===== src/rtl/image_plotter.sv =====
// Image plotter: drives the master address counter through one frame and
// turns its linear address stream plus ROM data into raster-order VGA writes.
// Screen coordinates come from running column/row counters rather than a
// divider. An independent pixel index cross-checks the counter's addresses.
//
// state   | meaning
// --------+--------------------------------------------------------------
// S_IDLE  | waiting for start
// S_CLEAR | counter held in synchronous clear for one cycle
// S_RUN   | counter enabled, addresses enter the pixel pipeline
// S_DRAIN | counter stopped, last pixel still moving through the pipeline
// S_DONE  | one-cycle end-of-frame pulse
module image_plotter #(
  parameter int IMG_W    = 240,
  parameter int IMG_H    = 240,
  parameter int X_OFFSET = 40,
  parameter int Y_OFFSET = 0,
  parameter int ADDR_W   = 16,
  parameter int COLOUR_W = 3
) (
  input  logic                clk,
  input  logic                resetn,
  input  logic                start,
  input  logic [ADDR_W-1:0]   mem_address,
  input  logic [COLOUR_W-1:0] mem_data,
  output logic                counter_enable,
  output logic                counter_clear_n,
  output logic [8:0]          x,
  output logic [7:0]          y,
  output logic [COLOUR_W-1:0] colour,
  output logic                plot,
  output logic                busy,
  output logic                done,
  output logic                sync_err
);

  typedef enum logic [2:0] {S_IDLE, S_CLEAR, S_RUN, S_DRAIN, S_DONE} state_t;

  localparam logic [ADDR_W-1:0] LAST_ADDR = ADDR_W'(IMG_W * IMG_H - 1);
  localparam logic [8:0]        COL_LAST  = 9'(IMG_W - 1);

  state_t state_q, state_d;

  logic                counter_enable_q, counter_enable_d;
  logic                counter_clear_n_q, counter_clear_n_d;
  logic                busy_q, busy_d;
  logic                done_q, done_d;

  logic [ADDR_W-1:0]   a_d1_q;
  logic                v1_q;

  logic [8:0]          col_q, col_d;
  logic [7:0]          row_q, row_d;
  logic [ADDR_W-1:0]   idx_q, idx_d;
  logic [8:0]          x_q, x_d;
  logic [7:0]          y_q, y_d;
  logic [COLOUR_W-1:0] colour_q, colour_d;
  logic                plot_q, plot_d;
  logic                sync_err_q, sync_err_d;

  // Next state and registered control outputs (decoded from the next state
  // so each output is aligned with the state it belongs to).
  always_comb begin
    state_d = state_q;
    unique case (state_q)
      S_IDLE:  if (start) state_d = S_CLEAR;
      S_CLEAR: state_d = S_RUN;
      S_RUN:   if (mem_address == LAST_ADDR) state_d = S_DRAIN;
      S_DRAIN: if (!v1_q) state_d = S_DONE;
      S_DONE:  state_d = S_IDLE;
      default: state_d = S_IDLE;
    endcase
    counter_enable_d  = (state_d == S_RUN);
    counter_clear_n_d = (state_d != S_CLEAR);
    busy_d            = (state_d == S_CLEAR) || (state_d == S_RUN) || (state_d == S_DRAIN);
    done_d            = (state_d == S_DONE);
  end

  // State and control output registers.
  always_ff @(posedge clk or negedge resetn) begin
    if (!resetn) begin
      state_q           <= S_IDLE;
      counter_enable_q  <= 1'b0;
      counter_clear_n_q <= 1'b1;
      busy_q            <= 1'b0;
      done_q            <= 1'b0;
    end else begin
      state_q           <= state_d;
      counter_enable_q  <= counter_enable_d;
      counter_clear_n_q <= counter_clear_n_d;
      busy_q            <= busy_d;
      done_q            <= done_d;
    end
  end

  // Stage 1: capture the address only while the counter is running, so the
  // parked end-of-frame value never enters the pipeline.
  always_ff @(posedge clk or negedge resetn) begin
    if (!resetn) begin
      a_d1_q <= '0;
      v1_q   <= 1'b0;
    end else begin
      v1_q <= (state_q == S_RUN);
      if (state_q == S_RUN) a_d1_q <= mem_address;
    end
  end

  // Stage 2: coordinate generation, pixel output and address cross-check.
  always_comb begin
    col_d      = col_q;
    row_d      = row_q;
    idx_d      = idx_q;
    x_d        = x_q;
    y_d        = y_q;
    colour_d   = colour_q;
    plot_d     = 1'b0;
    sync_err_d = sync_err_q;
    if (state_q == S_IDLE && start) sync_err_d = 1'b0;
    if (state_q == S_CLEAR) begin
      col_d = '0;
      row_d = '0;
      idx_d = '0;
    end
    if (v1_q) begin
      x_d      = 9'(X_OFFSET) + col_q;
      y_d      = 8'(Y_OFFSET) + row_q;
      colour_d = mem_data;
      plot_d   = 1'b1;
      idx_d    = idx_q + ADDR_W'(1);
      if (col_q == COL_LAST) begin
        col_d = '0;
        row_d = row_q + 8'd1;
      end else begin
        col_d = col_q + 9'd1;
      end
      if (a_d1_q != idx_q) sync_err_d = 1'b1;
    end
  end

  // Stage 2 registers.
  always_ff @(posedge clk or negedge resetn) begin
    if (!resetn) begin
      col_q      <= '0;
      row_q      <= '0;
      idx_q      <= '0;
      x_q        <= '0;
      y_q        <= '0;
      colour_q   <= '0;
      plot_q     <= 1'b0;
      sync_err_q <= 1'b0;
    end else begin
      col_q      <= col_d;
      row_q      <= row_d;
      idx_q      <= idx_d;
      x_q        <= x_d;
      y_q        <= y_d;
      colour_q   <= colour_d;
      plot_q     <= plot_d;
      sync_err_q <= sync_err_d;
    end
  end

  assign counter_enable  = counter_enable_q;
  assign counter_clear_n = counter_clear_n_q;
  assign x               = x_q;
  assign y               = y_q;
  assign colour          = colour_q;
  assign plot            = plot_q;
  assign busy            = busy_q;
  assign done            = done_q;
  assign sync_err        = sync_err_q;

endmodule


===== config.mk =====
export PLATFORM = sky130hd
export DESIGN_NAME = image_plotter
export DESIGN_NICKNAME = d
export VERILOG_FILES = /design/src/rtl/image_plotter.sv
export SDC_FILE = /design/constraint.sdc
export NUM_CORES = 1
export LEC_CHECK = 0
export BUFFER_PORTS_ARGS = -buffer_cell sky130_fd_sc_hd__clkbuf_2
export CAP_MARGIN = 20
export CORE_ASPECT_RATIO = 0.75
export CORE_MARGIN = 1
export CORE_UTILIZATION = 56
export DETAILED_ROUTE_END_ITERATION = 16
export PLACE_DENSITY = 0.89
export SLEW_MARGIN = 0
export SYNTH_ARGS = -nofsm -noshare
export SYNTH_HDL_FRONTEND = slang
export SYNTH_SLANG_ARGS = --single-unit
export TNS_END_PERCENT = 10

===== constraint.sdc =====
create_clock -name clk -period 2.5 [get_ports clk]
set_input_delay 0.5 -clock clk [delete_from_list [all_inputs] [get_ports clk]]
set_output_delay 0.5 -clock clk [all_outputs]
set_load 0.02 [all_outputs]

Word-level counts from Yosys, hierarchy flattened
Cells that the tools add are included.
{"block": "totals", "input_bits": 22, "out_inout_bits": 26, "word_cells": 51, "reg_bits": 79}
{"block": "op_classes", "add_sub_neg": 4, "n_mux": 16, "reduce_logical": 5, "n_eq_ne": 11}
{"cell": "2-to-1 mux 16 bit", "count": 2}
{"cell": "2-to-1 mux 9 bit", "count": 3}
{"cell": "2-to-1 mux 8 bit", "count": 3}
{"cell": "adder 16 x 1 -> 16 bit (second input constant)", "count": 1}
{"cell": "== test 16 bit (second input constant)", "count": 1}
{"cell": "!= test 16 bit", "count": 1}
{"cell": "== test 3 x 2 -> 1 bit (second input constant)", "count": 4}
{"cell": "case mux 3 bit (4 select lines)", "count": 1}
{"cell": "adder 6 x 9 -> 9 bit (first input constant)", "count": 1}
{"cell": "adder 9 x 1 -> 9 bit (second input constant)", "count": 1}
{"cell": "== test 9 x 8 -> 1 bit (second input constant)", "count": 1}
{"cell": "2-to-1 mux 3 bit", "count": 3}
{"cell": "adder 8 x 1 -> 8 bit (second input constant)", "count": 1}
{"cell": "== test 3 x 1 -> 1 bit (second input constant)", "count": 2}
{"cell": "2-to-1 mux 1 bit", "count": 4}
{"cell": "== test 3 bit (second input constant)", "count": 1}
{"cell": "logical NOT 3 bit", "count": 1}
{"cell": "!= test 3 x 1 -> 1 bit (second input constant)", "count": 1}
{"cell": "logical OR 1 bit", "count": 2}
{"cell": "nonzero test 2 bit", "count": 1}
{"cell": "logical AND 1 bit", "count": 1}

Depth between registers and ports, before layout
Gate-level depths: netlist (run 1).
{"block": "depth", "word_depth": 6, "depth_mapped": 7}

Worst setup path after synthesis (run 1)
No wires, ideal clock.
{"block": "synth_timing", "path_type": "flip-flop to flip-flop", "from": "register col_q[0]", "to": "register row_q[6]", "setup_time_ps": 125, "arrival_time_ps": 1635, "required_time_ps": 2375, "setup_slack_ps": 740, "stages_incl_launch_ff": 8, "n_path_buf": 1, "path_cell_list": "dfrtp_1 ha_1 nand4_2 or3_1 buf_6 and2_4 o21ai_2 o31ai_2"}
{"block": "synth_between", "elab_chain_len": 3}
{"item": "start, declared", "line": "52", "text": "logic [8:0] col_q, col_d;"}
{"item": "start signal, assigned", "line": "152", "text": "col_q <= col_d;"}
{"item": "== test 9 x 8 -> 1 bit", "line": "130", "text": "if (col_q == COL_LAST) begin"}
{"item": "2-to-1 mux 8 bit", "line": "130"}
{"item": "2-to-1 mux 8 bit", "line": "124", "text": "if (v1_q) begin"}
{"item": "named net row_d[6]", "line": "53", "text": "logic [7:0] row_q, row_d;"}
{"item": "end signal, assigned", "line": "153", "text": "row_q <= row_d;"}
{"item": "end, declared", "line": "53"}
The timed path passes the listed nets, and every way through them passes these cells.
A chain may end at the register's enable or synchronous reset.

Worst setup path after layout (run 1)
Same ends and word-level chain as after synthesis.

==> results of run 1 <==
[sequential cells by signal, summed over array words and instances, names as in the netlist]
signal / count
a_d1_q: 16
idx_q: 16
col_q: 9
x: 9
row_q: 8
y: 8
colour: 3
state_q: 3
busy: 1
counter_clear_n: 1
counter_enable: 1
done: 1
plot: 1
sync_err: 1
v1_q: 1
[worst max-delay path, delay by kind of cell (launching register included)]
kind / cells / cell delay (ns)
flops: 1 / 0.43
simple gates: 3 / 1.14
compound gates: 2 / 0.23
fa+ha+maj: 1 / 0.26
[cell usage after synthesis (2+ instances only)]
master	count
xnor2_1	26
o21ai_0	22
buf_1	2
inv_1	6
mux2_2	33
and4_1	2
nand4_1	6
buf_2	5
nor2_1	17
nand3_1	22
and3_1	6
nor4_1	2
o31ai_1	2
a22o_1	2
o21ai_1	16
nand2_1	29
dfrtp_1	78
and2_1	4
or3_1	2
a21oi_1	5
nand2b_1	7
xor2_1	10
buf_6	2
clkbuf_1	6
nor2b_1	3
o31ai_2	2
nor3_1	3
ha_1	4
[worst max-delay path by stage]
| stage | from | to | slack (ns) | cells after the start |
|---|---|---|---|---|
| after global routing | col_q[0]$_DFFE_PN0P_ | row_q[3]$_DFF_PN0_ | 0.21 | 6 |
| after global placement | col_q[0]$_DFFE_PN0P_ | row_q[6]$_DFF_PN0_ | 0.48 | 6 |
| final | col_q[0]$_DFFE_PN0P_ | row_q[6]$_DFF_PN0_ | 0.33 | 6 |
| after floorplan | col_q[0]$_DFFE_PN0P_ | row_q[6]$_DFF_PN0_ | 0.74 | 7 |
| after detailed placement | col_q[0]$_DFFE_PN0P_ | row_q[6]$_DFF_PN0_ | 0.38 | 6 |
| after CTS | col_q[0]$_DFFE_PN0P_ | row_q[6]$_DFF_PN0_ | 0.34 | 6 |
[power breakdown]
| part | switching, mW | internal [mW] | leakage (nW) |
|---|---|---|---|
| Combinational | 0.409 | 0.363 | 0.835 |
| Clock | 0.455 | 0.687 | 0.122 |
| Sequential | 0.223 | 1.45 | 0.974 |
[final cells by class]
cell class	instances	area, um2	share of cell area [%]
tap	81	101.3	2.373
sequential	79	1978	46.31
clock buffer	10	137.6	3.222
timing repair buffer	52	287.8	6.737
clock inverter	6	107.6	2.519
multi-input combinational	238	1637	38.31
inverter	6	22.52	0.5272
[metal layers]
metal	up-vias	global-route usage (%)	part of all wire, %
li1	1274	-	-
met5	-	0	0
met2	88	37.35	47
met3	10	7.442	6.4
met4	0	9.121	1.3
met1	1309	34.34	45
[kinds of logic (layout without fill, tap and decap cells)]
logic type / after synthesis / after routing / synth area share [%]
AND/OR/NAND/NOR: 113 / 113 / 16.02
flip-flops: 79 / 79 / 53.32
AO/OA/AOI/OAI: 52 / 52 / 8.094
XOR/XNOR: 36 / 36 / 8.499
multiplexers: 33 / 33 / 10.02
buffers and inverters: 21 / 74 / 2.698
adder cells (fa/ha/maj): 4 / 4 / 1.349
==> metrics.md, run 1 <==
| Metric | Value |
|---|---|
| Synth Net Count | 364 |
| Leakage component of the power | 1.931 nW |
| Number of hold buffers added after cts | 0 |
| Fraction of the cycle the final worst path needs | 86.99% |
| DRT iter0 DRCs | 291 |
| Die area | 0.006957 mm2 |
| Total of endpoints with negative setup slack in the final report | 0 |
| Number of maximum-capacitance violations | 0 |
| Final Max Slew Viols | 0 |
| Worst-margin pin slew | 0.5406 ns |
| Core Area | 0.006350 mm2 |
| Library cell with the largest summed area after synthesis | dfrtp_1 |
| Final global-route overflow total | 0 |
| Ant diodes | 0 |
| Clock tree root buffer cell | clkbuf_8 |
| Number of placed I/O pins | 48 |
| Sink count of the clock tree | 79 |
| Worst slack at placement | 0.3803 ns |
| Post-Synthesis Cells | 338 |
| Most area-consuming cells after synthesis | dfrtp_1, mux2_2, xnor2_1 |
| Share of post-route cells with drive strength above 1 | 28.13% |
| CP max stage cell | or3_1 |
| Result of the run | finished, final reports clean |
| Per-cell routed wire length | 15.99 um |
| Flip-flop and latch count after synthesis | 79 |
| Critical Path, Cell by Cell | ha_1 > nand4_2 > or3_1 > and2_4 > o21ai_2 > o31ai_2 |
| Global placement routability congestion | 0.8426 |
| Worst-Skew Late Latency | 0.35 ns |
| Post-CTS setup buffer count | 0 |
| Total CTS buffers | 9 |
| Worst R2R End | row_q[6]$_DFF_PN0_ |
| Initial core utilization | 58.42% |
| Count of cell types in the netlist | 42 |
| Top library cells by usage in the layout, fill and taps aside | dfrtp_1, clkbuf_2, mux2_2 |
| CP Data Arrival Time | 2.40 ns |
| Standard-cell row count | 25 |
| Count of synthesis-stage warnings from yosys | 0 |
| Peak Freq | 0.4598 GHz |
| Count of H-tree levels built during CTS | 3 |
| First-pass GRT wire length | 12.88 mm |
| Relative slew margins | 63.96% |
| Worst reg-to-reg setup slack | 0.33 ns |
| Pin count of the biggest net entering global routing | 50 |
| Ys flop type | dfrtp_1 |
| Cts repair resizes | 0 |
| Worst-case vdd ir drop | 0.4950 mV |
| Share of flip-flops with an asynchronous set or reset | 100.0% |
| Worst setup skew after layout | 0.01098 ns |
| Setup repair after global routing missed its margin | false |
| Number of cells in the finished layout apart from fillers | 472 |
| CTS clk-pin slew, worst paths | 0.08 ns |
| Final worst setup slack | 0.3254 ns |
| Hold slack | 0.07416 ns |
| Kind of end point of the critical path | flip-flop |
| CP max FO | 16 |
| Power per standard cell area | 840.5 mW/mm2 |
| CP required | 2.72 ns |
| Fraction of post-synthesis cell area in the top cell type by area | 52.61% |
| Detailed-route via count | 2681 |
| Maximum buffer depth of the clock tree | 2 |
| Most common cell after layout, fill and taps aside | dfrtp_1 |
| Number of antenna violations at the first check in global routing | 0 |
| Design Area, Final | 0.004272 mm2 |
| Clock tree from TritonCTS | built |
| Aggregate negative setup slack | 0 ns |
| Die Wd | 95.99 um |
| Drt first pass iters | 4 |
| Total DRC errors in the routed layout | 0 |
| Final period demand of the worst path | 2.175 ns |
| Number of cells in the design after placement | 456 |
| Sequential share of the synthesized area | 53.32% |
| Height of the chip | 72.49 um |
| Total routing usage reported by global routing | 24.86% |
| # nets final | 412 |
| Crit Path Category | flip-flop to flip-flop |
| Delay contributed by the slowest stage of the critical path | 0.64 ns |
| Average cell area after synthesis | 10.98 um2 |
| Post-placement cell area | 0.004026 mm2 |
| Half-perimeter wire length of the detailed placement result | 5.159 mm |
| Number of inserted filler cells in the final layout | 466 |
| Hold Crit Class | input port to asynchronous set/reset pin |
| Mean number of vias per cell | 5.680 |
| Cell area after synthesis | 0.003710 mm2 |
| Total detailed-routing wirelength | 7.549 mm |
| Core occupancy in the finished layout | 67.27% |
| Post-layout total power | 3.590 mW |
| Final Hold Violating Endpoints | 0 |
| Area growth from synthesis to layout | 15.14% |
| Number of flops mapped to enable cells by yosys | 0 |
| PortBufs | 47 |
| CP startpoint kind | flip-flop |
| Worst reg2reg path startpoint | col_q[0]$_DFFE_PN0P_ |
| ANT nets after route | 0 |
| Vias in the first global route | 2661 |
| Reg2reg path depth | 6 |
Note: power is estimated with default switching activity, not from simulation.
==> run 2: changes to the inputs <==
--- a/config.mk
+++ b/config.mk
@@ -11,6 +11,7 @@
 export CORE_MARGIN = 1
 export CORE_UTILIZATION = 56
 export DETAILED_ROUTE_END_ITERATION = 16
+export GPL_TIMING_DRIVEN = 0
 export PLACE_DENSITY = 0.89
 export SLEW_MARGIN = 0
 export SYNTH_ARGS = -nofsm -noshare
==> run 2 against run 1 <==
Effect of this change: count of clock-buffer cells in the layout increased by 3; critical path depth increased by 1; clock skew decreased by 0.0018 ns; total power increased by 0.89%; design area increased by 1.3%; fmax increased by 10%.
==> metrics.md, run 2 (synthesis results as in run 1) <==
| Metric | Value |
|---|---|
| Setup repair after global routing missed its margin | false (unchanged) |
| Global placement routability congestion | 0.8147 (was 0.8426) |
| Total DRC errors in the routed layout | 0 (unchanged) |
| Kind of end point of the critical path | flip-flop (unchanged) |
| Total detailed-routing wirelength | 7.726 mm (was 7.549 mm) |
| First-pass GRT wire length | 12.94 mm (was 12.88 mm) |
| Worst R2R End | row_q[3]$_DFF_PN0_ (was row_q[6]$_DFF_PN0_) |
| CP required | 2.74 ns (was 2.72 ns) |
| Power per standard cell area | 837.4 mW/mm2 (was 840.5 mW/mm2) |
| CP max stage cell | dfrtp_1 (was or3_1) |
| Last element of the critical path | row_q[3]$_DFF_PN0_ (was row_q[6]$_DFF_PN0_) |
| Share of post-route cells with drive strength above 1 | 27.36% (was 28.13%) |
| Cts repair resizes | 0 (unchanged) |
| Switching power | 1.080 mW (was 1.087 mW) |
| Number of cells in the design after placement | 467 (was 456) |
| Die area | 0.006957 mm2 (unchanged) |
| Area growth from synthesis to layout | 16.59% (was 15.14%) |
| Worst reg-to-reg setup slack | 0.53 ns (was 0.33 ns) |
| ANT nets after route | 0 (unchanged) |
| CP Data Arrival Time | 2.21 ns (was 2.40 ns) |
| Worst-case vdd ir drop | 0.4534 mV (was 0.4950 mV) |
| Die Wd | 95.99 um (unchanged) |
| Clock network fraction of design power | 32.4% (was 31.8%) |
| Aggregate negative setup slack | 0 ns (unchanged) |
| Number of hold buffers added after cts | 0 (unchanged) |
| Total routing usage reported by global routing | 24.93% (was 24.86%) |
| Most frequent cell on the critical path | o21ai_1 |
| Top library cells by usage in the layout, fill and taps aside | dfrtp_1, clkbuf_2, mux2_2 (unchanged) |
| Core Area | 0.006350 mm2 (unchanged) |
| Detailed-route via count | 2762 (was 2681) |
| Per-cell routed wire length | 16.00 um (was 15.99 um) |
| Logic pwr share | 22.0% (was 21.5%) |
| CTS clk-pin slew, worst paths | 0.08 ns (about the same) |
| Internal power | 2.542 mW (was 2.503 mW) |
| Leakage component of the power | 1.954 nW (was 1.931 nW) |
| Reg2reg path depth | 7 (was 6) |
| Largest registers | a_d1_q (16), idx_q (16) (unchanged) |
| Result of the run | finished, final reports clean (unchanged) |
| Drt first pass iters | 4 (unchanged) |
| Worst-Skew Late Latency | 0.36 ns (was 0.35 ns) |
| Delay contributed by the slowest stage of the critical path | 0.43 ns (was 0.64 ns) |
| Height of the chip | 72.49 um (unchanged) |
| Maximum buffer depth of the clock tree | 2 (unchanged) |
| Clock tree from TritonCTS | built (unchanged) |
| Clock tree root buffer cell | clkbuf_8 (unchanged) |
| Peak Freq | 0.5070 GHz (was 0.4598 GHz) |
| Fraction of the cycle the final worst path needs | 78.89% (was 86.99%) |
| Mean number of vias per cell | 5.718 (was 5.680) |
| Final Max Slew Viols | 0 (unchanged) |
| Top cell family by delay on the critical path | simple AND/OR/NAND/NOR gates (unchanged) |
| Number of inserted filler cells in the final layout | 480 (was 466) |
| CP max FO | 7 (was 16) |
| Hold Crit Class | input port to asynchronous set/reset pin (unchanged) |
| Critical Path, Cell by Cell | ha_1 > nand4_2 > or3_1 > buf_6 > and2_4 > o21ai_1 > o21ai_1 (was ha_1 > nand4_2 > or3_1 > and2_4 > o21ai_2 > o31ai_2) |
| Initial core utilization | 58.42% (unchanged) |
| Number of antenna violations at the first check in global routing | 0 (unchanged) |
| PortBufs | 47 (unchanged) |
| Post-CTS setup buffer count | 0 (unchanged) |
| Number of cells in the finished layout apart from fillers | 483 (was 472) |
| Crit Path Category | flip-flop to flip-flop (unchanged) |
| Worst reg2reg path startpoint | col_q[0]$_DFFE_PN0P_ (unchanged) |
| Worst-margin pin slew | 0.5654 ns (was 0.5406 ns) |
| Final Hold Violating Endpoints | 0 (unchanged) |
| Total CTS buffers | 9 (unchanged) |
| CP Launch Point | col_q[0]$_DFFE_PN0P_ (unchanged) |
| Total of endpoints with negative setup slack in the final report | 0 (unchanged) |
| Relative slew margins | 62.31% (was 63.96%) |
| Final period demand of the worst path | 1.972 ns (was 2.175 ns) |
| CP startpoint kind | flip-flop (unchanged) |
| Cell count along the critical path | 7 (was 6) |
| Fraction of power consumed by sequential logic | 45.7% (was 46.7%) |
| Most common cell after layout, fill and taps aside | dfrtp_1 (unchanged) |
| Crit path buf inv count | 1 (was 0) |
| Vias in the first global route | 2731 (was 2661) |
| Number of placed I/O pins | 48 (unchanged) |
| Worst setup skew after layout | 0.009221 ns (was 0.01098 ns) |
| Final global-route overflow total | 0 (unchanged) |
| Sink count of the clock tree | 79 (unchanged) |
| Switch share | 29.82% (was 30.28%) |
| DRT iter0 DRCs | 235 (was 291) |
| # nets final | 423 (was 412) |
| Pin count of the biggest net entering global routing | 63 (was 50) |
| Count of H-tree levels built during CTS | 3 (unchanged) |
| Half-perimeter wire length of the detailed placement result | 5.413 mm (was 5.159 mm) |
| Post-layout total power | 3.622 mW (was 3.590 mW) |
| Hold slack | 0.03929 ns (was 0.07416 ns) |
| Standard-cell row count | 25 (unchanged) |
| Ant diodes | 0 (unchanged) |
| Number of maximum-capacitance violations | 0 (unchanged) |
run 2: cell count changes in the layout (fill, tap and decap cells not counted):
cell        previous run  this run
clkinvlp_4             1         0
clkbuf_4               0         1
buf_1                  0         2
clkbuf_8              10        11
buf_16                 0         1
nor3b_1                0         1
buf_12                 1         0
nor3b_2                2         1
buf_2                  0         5
clkinv_2               2         0
buf_4                  5         0
clkbuf_1               0         8
buf_6                  0         2
run 2: metrics by stage:
stage	utilization [%]	instance area (um2)	setup slack (ns)
2_1_floorplan	-	3710	0.7403
3_3_place_gp	63.72	4046	0.2186
3_5_place_dp	64.20	4076	0.5631
4_1_cts	68.12	4325	0.5339
5_1_grt	68.12	4325	0.4289
6_report	68.12	4325	0.5277
run 2: how the worst min path moves through the flow:
stage | from | to | slack [ns]
global placement | v1_q$_DFF_PN0_ | plot$_DFF_PN0_ | 0.45
floorplan | resetn | a_d1_q[0]$_DFFE_PN0P_ | 0.20
global route | resetn | y[1]$_DFFE_PN0P_ | 0.04
CTS | resetn | counter_enable$_DFF_PN0_ | 0.04
finish | resetn | counter_enable$_DFF_PN0_ | 0.04
detailed placement | resetn | counter_enable$_DFF_PN0_ | 0.42
run 2: cell type report:
class / instances / area (um2) / share of cell area, %
Multi-Input combinational cell: 238 / 1632 / 37.72
Clock buffer: 13 / 158.9 / 3.674
Clock inverter: 3 / 90.09 / 2.083
Timing Repair Buffer: 48 / 265.3 / 6.132
Sequential cell: 79 / 1978 / 45.73
Tap cell: 81 / 101.3 / 2.343
Inverter: 6 / 22.52 / 0.5207
Buffer: 15 / 77.57 / 1.793
run 2: layer usage:
metal | track usage (%) | wire length (um) | vias up | part of all wire (%)
met2 | 37.90 | 3592 | 90 | 46
met3 | 8.910 | 563 | 12 | 7.3
met5 | 0 | 0 | - | 0
met1 | 34.08 | 3447 | 1358 | 45
li1 | - | - | 1302 | -
met4 | 6.633 | 121 | 0 | 1.6
run 2: power by group through the flow:
stage	registers [mW]	clock network (mW)	logic (mW)
floorplan	1.70	0	0.508
global placement	1.66	0	0.742
detailed placement	1.67	0	0.788
CTS	1.65	1.19	0.798
global route	1.68	1.24	0.889
finish	1.65	1.17	0.796
==> run 3: changes to the inputs <==
==> constraint.sdc (replaced) <==
create_clock -name clk -period 2 [get_ports clk]
set_input_delay 0.4 -clock clk [delete_from_list [all_inputs] [get_ports clk]]
set_output_delay 0.4 -clock clk [all_outputs]
set_load 0.02 [all_outputs]
==> run 3 against run 2 <==
Effect of this change: worst hold slack better by 0.24 ns; total power is 26% higher; via count increased by 0.43%.
==> metrics.md, run 3 (synthesis results as in run 1) <==
| Metric | Value |
|---|---|
| Result of the run | finished, final reports clean (unchanged) |
| Power per standard cell area | 1046 mW/mm2 (was 837.4 mW/mm2) |
| Pin count of the biggest net entering global routing | 63 (unchanged) |
| Number of maximum-capacitance violations | 0 (unchanged) |
| Worst-case vdd ir drop | 0.5700 mV (was 0.4534 mV) |
| CP Data Arrival Time | 2.16 ns (was 2.21 ns) |
| CTS clk-pin slew, worst paths | 0.08 ns (about the same) |
| Drt first pass iters | 4 (unchanged) |
| Leakage component of the power | 1.963 nW (was 1.954 nW) |
| Half-perimeter wire length of the detailed placement result | 5.413 mm (unchanged) |
| Height of the chip | 72.49 um (unchanged) |
| Final Max Slew Viols | 0 (unchanged) |
| Mean number of vias per cell | 5.720 (was 5.718) |
| Sink count of the clock tree | 79 (unchanged) |
| Clock tree from TritonCTS | built (unchanged) |
| Total detailed-routing wirelength | 7.798 mm (was 7.726 mm) |
| Final global-route overflow total | 0 (unchanged) |
| Delay contributed by the slowest stage of the critical path | 0.42 ns (was 0.43 ns) |
| PortBufs | 47 (unchanged) |
| Total routing usage reported by global routing | 24.97% (was 24.93%) |
| DRT iter0 DRCs | 193 (was 235) |
| Total of endpoints with negative setup slack in the final report | 0 (unchanged) |
| Relative slew margins | 60.99% (was 62.31%) |
| Per-cell routed wire length | 16.08 um (was 16.00 um) |
| Worst-margin pin slew | 0.5852 ns (was 0.5654 ns) |
| Vias in the first global route | 2742 (was 2731) |
| Worst slack at placement | 0.06307 ns (was 0.5631 ns) |
| Most frequent cell on the critical path | o21ai_1 (unchanged) |
| Final period demand of the worst path | 1.920 ns (was 1.972 ns) |
| Hold slack | 0.2777 ns (was 0.03929 ns) |
| Total CTS buffers | 9 (unchanged) |
| Total DRC errors in the routed layout | 0 (unchanged) |
| Global placement routability congestion | 0.8147 (unchanged) |
| Fraction of the cycle the final worst path needs | 96.01% (was 78.89%) |
| CP startpoint kind | flip-flop (unchanged) |
| Die area | 0.006957 mm2 (unchanged) |
| Final worst setup slack | 0.07978 ns (was 0.5277 ns) |
| Share of post-route cells with drive strength above 1 | 28.22% (was 27.36%) |
| # nets final | 425 (was 423) |
| CP max stage cell | or3_4 (was dfrtp_1) |
| Maximum buffer depth of the clock tree | 2 (unchanged) |
| CP max FO | 7 (unchanged) |
| Clock tree root buffer cell | clkbuf_8 (unchanged) |
| ANT nets after route | 0 (unchanged) |
| First-pass GRT wire length | 12.97 mm (was 12.94 mm) |
| Final Hold Violating Endpoints | 0 (unchanged) |
| Crit Path Category | flip-flop to flip-flop (unchanged) |
| Initial core utilization | 58.42% (unchanged) |
| Peak Freq | 0.5208 GHz (was 0.5070 GHz) |
| Count of H-tree levels built during CTS | 3 (unchanged) |
| Crit path buf inv count | 1 (unchanged) |
| Worst-Skew Late Latency | 0.36 ns (about the same) |
| Kind of end point of the critical path | flip-flop (unchanged) |
| Number of antenna violations at the first check in global routing | 0 (unchanged) |
| Core Area | 0.006350 mm2 (unchanged) |
| CP required | 2.24 ns (was 2.74 ns) |
| Hold Crit Class | input port to flip-flop (was input port to asynchronous set/reset pin) |
| Critical Path, Cell by Cell | ha_2 > nand4_2 > or3_4 > buf_6 > and2_4 > o21ai_1 > o21ai_1 (was ha_1 > nand4_2 > or3_1 > buf_6 > and2_4 > o21ai_1 > o21ai_1) |
| Post-layout total power | 4.553 mW (was 3.622 mW) |
| Standard-cell row count | 25 (unchanged) |
| Detailed-route via count | 2774 (was 2762) |
| Area growth from synthesis to layout | 17.30% (was 16.59%) |
| Number of placed I/O pins | 48 (unchanged) |
| Top cell family by delay on the critical path | simple AND/OR/NAND/NOR gates (unchanged) |
| Ant diodes | 0 (unchanged) |
| Top library cells by usage in the layout, fill and taps aside | dfrtp_1, clkbuf_2, mux2_2 (unchanged) |
| Worst setup skew after layout | 0.008501 ns (was 0.009221 ns) |
| Largest registers | a_d1_q (16), idx_q (16) (unchanged) |
| Aggregate negative setup slack | 0 ns (unchanged) |
| Die Wd | 95.99 um (unchanged) |
| Most common cell after layout, fill and taps aside | dfrtp_1 (unchanged) |
run 3: layer usage:
| metal | part of all wire (%) | global-route usage [%] | vias up |
|---|---|---|---|
| li1 | - | - | 1307 |
| met1 | 45 | 34.08 | 1389 |
| met2 | 47 | 38.06 | 67 |
| met3 | 5.9 | 8.910 | 11 |
| met4 | 1.4 | 6.633 | 0 |
| met5 | 0 | 0 | - |
run 3: per-stage QoR:
stage          utilization (%)  area (um2)  instances
6_report                 68.53        4352        485
5_1_grt                  68.53        4352        485
4_1_cts                  68.28        4335        484
3_5_place_dp             64.20        4076        467
3_3_place_gp             63.72        4046        466
2_1_floorplan                -        3710        338
run 3: worst paths after layout:
check                                     start                         to  slack [ns]  cells past startpoint
setup / recovery           col_q[1]$_DFFE_PN0P_         row_q[3]$_DFF_PN0_        0.08                      7
max in group asynchronous                resetn  counter_clear_n$_DFF_PN1_        0.92                      3
hold / removal                      mem_data[2]      colour[2]$_DFFE_PN0P_        0.28                      2
hold reg to reg                  v1_q$_DFF_PN0_             plot$_DFF_PN0_        0.47                      0
min in group asynchronous                resetn           y[4]$_DFFE_PN0P_        0.48                      2
setup reg to reg           col_q[1]$_DFFE_PN0P_         row_q[3]$_DFF_PN0_        0.08                      7
run 3: cell type report:
type                            instances  area [um2]
Multi-Input combinational cell        238        1639
Sequential cell                        79        1979
Tap cell                               81       101.3
Buffer                                 15       77.57
Fill cell                             474        1998
Inverter                                6       22.52
Timing Repair Buffer                   50       282.8
Clock buffer                           13       158.9
Clock inverter                          3       90.09
run 3: power breakdown:
| part | internal [mW] | switching, mW | total [mW] |
|---|---|---|---|
| registers | 1.82 | 0.247 | 2.06 |
| logic | 0.476 | 0.540 | 1.02 |
| clock network | 0.899 | 0.573 | 1.47 |
| total | 3.19 | 1.36 | 4.55 |
run 3: timing repair:
action	4_1_cts	5_1_grt
hold endpoints to repair	17	0
endpoints found under the setup margin	0	6
resized for setup	0	3
hold buffers	1	0
buffers inserted	0	1
